## config.mk

```make
export PLATFORM = sky130hd
export DESIGN_NAME = bin_to_bcd_seq
export DESIGN_NICKNAME = d
export VERILOG_FILES = /design/src/rtl/seg_pkg.sv /design/src/rtl/bcd_digit_adj.sv /design/src/rtl/bin_to_bcd_seq.sv
export SDC_FILE = /design/constraint.sdc
export NUM_CORES = 1
export LEC_CHECK = 0
export CORE_MARGIN = 4
export CORE_UTILIZATION = 45
export DETAILED_ROUTE_END_ITERATION = 10
export GPL_TIMING_DRIVEN = 1
export PLACE_DENSITY_LB_ADDON = 0.12
export SLEW_MARGIN = 20
export SYNTH_ARGS = -nofsm -noshare
export SYNTH_HDL_FRONTEND = slang
export SYNTH_SLANG_ARGS = --single-unit
```

## constraint.sdc

```tcl
create_clock -name clk -period 3.41 [get_ports clk]
set_clock_uncertainty 0.15 [all_clocks]
set_input_delay 0.682 -clock clk [delete_from_list [all_inputs] [get_ports clk]]
set_output_delay 0.682 -clock clk [all_outputs]
set_load 0.01 [all_outputs]
```

## src/rtl/seg_pkg.sv

```systemverilog
// Shared definitions for the score-display path: BCD nibble width, converter
// FSM states and the largest legal decimal digit.
package seg_pkg;

    localparam int BCD_W = 4;

    localparam logic [3:0] DIGIT_MAX = 4'd9;

    typedef enum logic [0:0] {
        IDLE  = 1'b0,
        SHIFT = 1'b1
    } state_t;

endpackage

```

## src/rtl/bcd_digit_adj.sv

```systemverilog
// Double-dabble digit correction: a BCD nibble of 5 or more gets +3 so that the
// following left shift carries correctly into the next decimal digit.
module bcd_digit_adj
    import seg_pkg::*;
(
    input  logic [BCD_W-1:0] din,
    output logic [BCD_W-1:0] dout
);

    // add-3 correction for one digit
    always_comb begin
        if (din >= 4'd5) begin
            dout = din + 4'd3;
        end else begin
            dout = din;
        end
    end

endmodule

```

## src/rtl/bin_to_bcd_seq.sv

```systemverilog
// Sequential double-dabble binary-to-BCD converter, one shift per clock.
// Optional feature macro: LEADING_ZERO_BLANK_EN (leading-zero blank mask on blank).
module bin_to_bcd_seq
    import seg_pkg::*;
#(
    parameter int BIN_W  = 14,
    parameter int DIGITS = 4
) (
    input  logic                    clk,
    input  logic                    reset,
    input  logic                    start,
    input  logic [BIN_W-1:0]        bin_in,
    output logic                    busy,
    output logic                    done,
    output logic [4*DIGITS-1:0]     bcd_out,
    output logic                    overflow,
    output logic [DIGITS-1:0]       blank
);

    localparam int SCR_W = BCD_W * DIGITS;
    localparam int CNT_W = $clog2(BIN_W + 1);
    localparam logic [CNT_W-1:0] CNT_LAST = CNT_W'(BIN_W - 1);
    localparam logic [31:0] BCD_MAX = 32'(10 ** DIGITS - 1);

    state_t             state_r;
    state_t             state_nxt_s;
    logic [CNT_W-1:0]   cnt_r;
    logic [BIN_W-1:0]   shift_r;
    logic [SCR_W-1:0]   scratch_r;
    logic               ovf_pend_r;
    logic               busy_r;
    logic               done_r;
    logic [SCR_W-1:0]   bcd_r;
    logic               ovf_r;

    logic               accept_s;
    logic               last_s;
    logic [SCR_W-1:0]   adj_s;
    logic [SCR_W:0]     shifted_s;
    logic [SCR_W-1:0]   scratch_nxt_s;
    logic [SCR_W-1:0]   final_bcd_s;

    for (genvar g = 0; g < DIGITS; g++) begin : g_adj
        bcd_digit_adj u_adj (
            .din  (scratch_r[g*BCD_W +: BCD_W]),
            .dout (adj_s[g*BCD_W +: BCD_W])
        );
    end

    assign shifted_s     = {adj_s, shift_r[BIN_W-1]};
    assign scratch_nxt_s = shifted_s[SCR_W-1:0];
    assign final_bcd_s   = ovf_pend_r ? {DIGITS{DIGIT_MAX}} : scratch_nxt_s;

    // FSM state register
    always_ff @(posedge clk) begin
        if (reset) begin
            state_r <= IDLE;
        end else begin
            state_r <= state_nxt_s;
        end
    end

    // FSM next-state logic
    always_comb begin
        state_nxt_s = state_r;
        case (state_r)
            IDLE: begin
                if (start) begin
                    state_nxt_s = SHIFT;
                end else begin
                    state_nxt_s = IDLE;
                end
            end
            SHIFT: begin
                if (cnt_r == CNT_LAST) begin
                    state_nxt_s = IDLE;
                end else begin
                    state_nxt_s = SHIFT;
                end
            end
            default: state_nxt_s = IDLE;
        endcase
    end

    // FSM control outputs: accept a new value, or finish on the last shift
    always_comb begin
        accept_s = 1'b0;
        last_s   = 1'b0;
        case (state_r)
            IDLE:    accept_s = start;
            SHIFT:   last_s   = (cnt_r == CNT_LAST);
            default: begin
                accept_s = 1'b0;
                last_s   = 1'b0;
            end
        endcase
    end

    // Shift datapath and registered outputs
    always_ff @(posedge clk) begin
        if (reset) begin
            cnt_r      <= {CNT_W{1'b0}};
            shift_r    <= {BIN_W{1'b0}};
            scratch_r  <= {SCR_W{1'b0}};
            ovf_pend_r <= 1'b0;
            busy_r     <= 1'b0;
            done_r     <= 1'b0;
            bcd_r      <= {SCR_W{1'b0}};
            ovf_r      <= 1'b0;
        end else begin
            if (accept_s) begin
                shift_r    <= bin_in;
                scratch_r  <= {SCR_W{1'b0}};
                cnt_r      <= {CNT_W{1'b0}};
                ovf_pend_r <= (32'(bin_in) > BCD_MAX);
            end else if (state_r == SHIFT) begin
                shift_r    <= {shift_r[BIN_W-2:0], 1'b0};
                scratch_r  <= scratch_nxt_s;
                cnt_r      <= cnt_r + CNT_W'(1);
                // a carry out of the top digit only happens on overflow, so it
                // just reinforces the saturation decision
                ovf_pend_r <= ovf_pend_r | shifted_s[SCR_W];
            end
            busy_r <= accept_s | (busy_r & ~last_s);
            done_r <= last_s;
            if (last_s) begin
                bcd_r <= final_bcd_s;
                ovf_r <= ovf_pend_r;
            end
        end
    end

    assign busy     = busy_r;
    assign done     = done_r;
    assign bcd_out  = bcd_r;
    assign overflow = ovf_r;

`ifdef LEADING_ZERO_BLANK_EN
    logic [DIGITS-1:0] blank_r;

    // digit i blanks when it and every higher digit are zero; units never blank
    function automatic logic [DIGITS-1:0] blank_mask(input logic [SCR_W-1:0] bcd,
                                                     input logic ovf);
        logic [DIGITS-1:0] m;
        logic              zero_run;
        m        = {DIGITS{1'b0}};
        zero_run = 1'b1;
        for (int i = DIGITS - 1; i > 0; i--) begin
            zero_run = zero_run & (bcd[i*BCD_W +: BCD_W] == 4'd0);
            m[i]     = zero_run;
        end
        return ovf ? {DIGITS{1'b0}} : m;
    endfunction

    // blank mask register, updated with the result
    always_ff @(posedge clk) begin
        if (reset) begin
            blank_r <= {DIGITS{1'b0}};
        end else if (last_s) begin
            blank_r <= blank_mask(final_bcd_s, ovf_pend_r);
        end else begin
            blank_r <= blank_r;
        end
    end

    assign blank = blank_r;
`else
    assign blank = {DIGITS{1'b0}};
`endif

endmodule

```

==> impl_results.md <==
* Design Area, Final at 0.00304 sq mm
* Clock sinks at 55
* Ys async rst share at 0
* First-pass GRT wire length at 8580 microns
* Max VDD drop at 0.000214 V
* Logic gate share of total power at 0.113
* Number of flops mapped to enable cells by yosys at 0
* PwrDens at 402 mW/mm^2
* Total number of vias at 1998
* Clock group share of total power at 0.323
* Post-synth top area share at 0.424
* Fmax at 0.462 GHz
* Routed Antenna Nets at 0
* Fin crit share at 0.635
* Mapped Cells at 285
* Detailed Route WL at 5150 microns
* Largest net degree at the start of global routing at 36
* Setup_tns at 0 ps
* Placer Congestion at 0.758
* Final total power at 1.22 mW
* Area grow syn2layout at 17.3%
* Largest family of logic cells by synthesized area: simple AND/OR/NAND/NOR gates
* CTS max path bufs at 2
* Crit-path max FO at 33
* Slew HR at 0.545
* Die Width at 83.9 microns
* Worst path required time at 3490 ps
* Class of the worst hold path: flop to flop
* Yosys warnings at 0
* Post-layout net count at 339
* Max-slew violations at 0
* Worst Path Arrival at 2250 ps
* P_leak at 1.09 nW
* Setup Buffers After CTS at 0
* Finish-stage setup viols at 0
* DP HPWL at 3600 microns
* Flop pwr share at 0.563
* Final hold vios at 0
* Synth Area in Compound Gates at 0.163
* Row cnt at 27
* Post-Synth Adder-Cell Area at 0.0482
* Synth area leaders: dfxtp_1, nor2_1, mux2i_1, a21oi_1, ha_1
* Total CTS buffers at 5
* Xor/xnor cell area share of the yosys netlist at 0.0203
* Vias/cell at 5.19
* Vias in the first global route at 1831
* Internal at 0.916 mW
* Post-synth top cells: dfxtp_1, nor2_1, a21oi_1
* Avg Synthesized Cell Area at 9.11 sq um
* Post-synthesis simple-gate area fraction at 0.200
* RSZ-0062 raised after global routing: no
* Wire per inst at 13.4 microns
* GRT Util Overall at 0.150
* Most frequent cell after synthesis: dfxtp_1
* Pre-antenna DRT Iters at 4
* Mapped cell area at 0.00259 sq mm
* CTS tree: done
* First DRT Iteration DRCs at 74
* Final core utilization at 0.549
* Sw frac at 0.251
* Setup crit start kind: primary input
* Area leader, netlist: dfxtp_1
* Slew @ Worst Pin at 682 ps
* Switching power at 0.307 mW
* Clock Latency Late Sink at 310 ps
* H-tree depth at 2
* Layout cell share with drive strength beyond 1 at 0.0831
* I/O pin count at 40
* Post-route DRC at 0
* Buffers on Ports at 35
* Core ar. at 0.00554 sq mm
* Root Buffer: clkbuf_8
* Full die area at 0.00705 sq mm
* Post-cts hold buffer count at 0
* Die Y at 83.9 microns
* Clk pin slew, worst setup/hold paths at 90 ps
* Flops & latches, synth at 55
* Diode count at 0
* Final hold slack at 315 ps
* Library cells used by synthesis at 39
* Max Cap Violations at 0
* Outcome: complete, no violations
* Cell Area, Placed at 0.00294 sq mm
* Most used DFF post-synth: dfxtp_1
* Sequential fraction of the synthesis area at 0.424
* Post_cts resized at 0
* Initial antenna violation count at 0
* Fin crit period at 2170 ps
* Congestion Overflow GR at 0
* Mux share of post-synthesis cell area at 0.0791
* CP Capture Type: flop
* Starting Density at 0.468
* Kind of critical path: primary input to flop
-- worst max-delay path: stages --
cell,delay (ps)
clkdlybuf4s50_1,580
buf_4,330
or4_1,490
o211ai_1,160
-- layout make-up --
| type | instances | area, sq um |
|---|---|---|
| timing repair buffer | 38 | 373 |
| clock buffer | 7 | 96.3 |
| tap | 72 | 90.1 |
| fill | 542 | 2500 |
| sequential | 55 | 1100 |
| clock inverter | 1 | 7.51 |
| multi-input combinational | 203 | 1340 |
| inverter | 9 | 33.8 |
-- power by group through the flow --
stage          Combinational (mW)  Sequential (mW)  Clock [mW]
4_1_cts                     0.140            0.689       0.416
3_3_place_gp                0.137            0.703           0
3_5_place_dp                0.139            0.703           0
6_report                    0.138            0.689       0.395
5_1_grt                     0.155            0.693       0.447
2_1_floorplan               0.115            0.691           0
-- placed cells by master (no fill, tap or decap), drive strengths merged, types with 4 or more instances in the layout --
cell type      instances
nand2                  5
inv                    9
a211oi                12
nand3b                 8
conb                   4
nor3b                  7
xnor2                  4
o22ai                  7
nor2                  49
mux2i                 16
mux2                   4
nor3                   4
clkdlybuf4s50         35
o21ai                 13
ha                    10
clkbuf                 7
a21oi                 29
nand2b                11
dfxtp                 55
nand4                  4
-- metrics by stage --
step                std cells  worst slack [ps]
floorplan                 288              1630
global placement          377               966
detailed placement        377               901
CTS                       385              1240
global route              385              1110
finish                    385              1240
-- state kept, by name (all words and copies together), names as in the netlist --
register and cells:
shift_r 14, busy 1, ovf_pend_r 1, cnt_r 4
state_r 1, bcd_out 16, overflow 1, scratch_r 16
done 1
-- cell families after synthesis --
group,count (synthesis)
AOI/OAI and AO/OA,67
xor gates and xnor gates,6
adders and majority gates,10
buffers and inverters,30
DFF,55
muxes,20
other,1
and+or+nand+nor,96
-- layer usage --
layer / up-vias / wire length [microns] / GRT usage
met3: 4 / 223 / 0.0355
met1: 911 / 2550 / 0.204
met4: 0 / 47 / 0.0395
met5: - / 0 / 0
met2: 40 / 2330 / 0.237
li1: 1043 / - / -
-- final timing paths --
path         startpoint           to  slack [ps]  cells past startpoint
min            overflow     overflow         320                      2
max reg2reg     state_r   bcd_out[7]        1290                      3
min reg2reg    overflow     overflow         320                      2
max               reset  bcd_out[13]        1240                      4
Power figures use the tool's default switching activity.
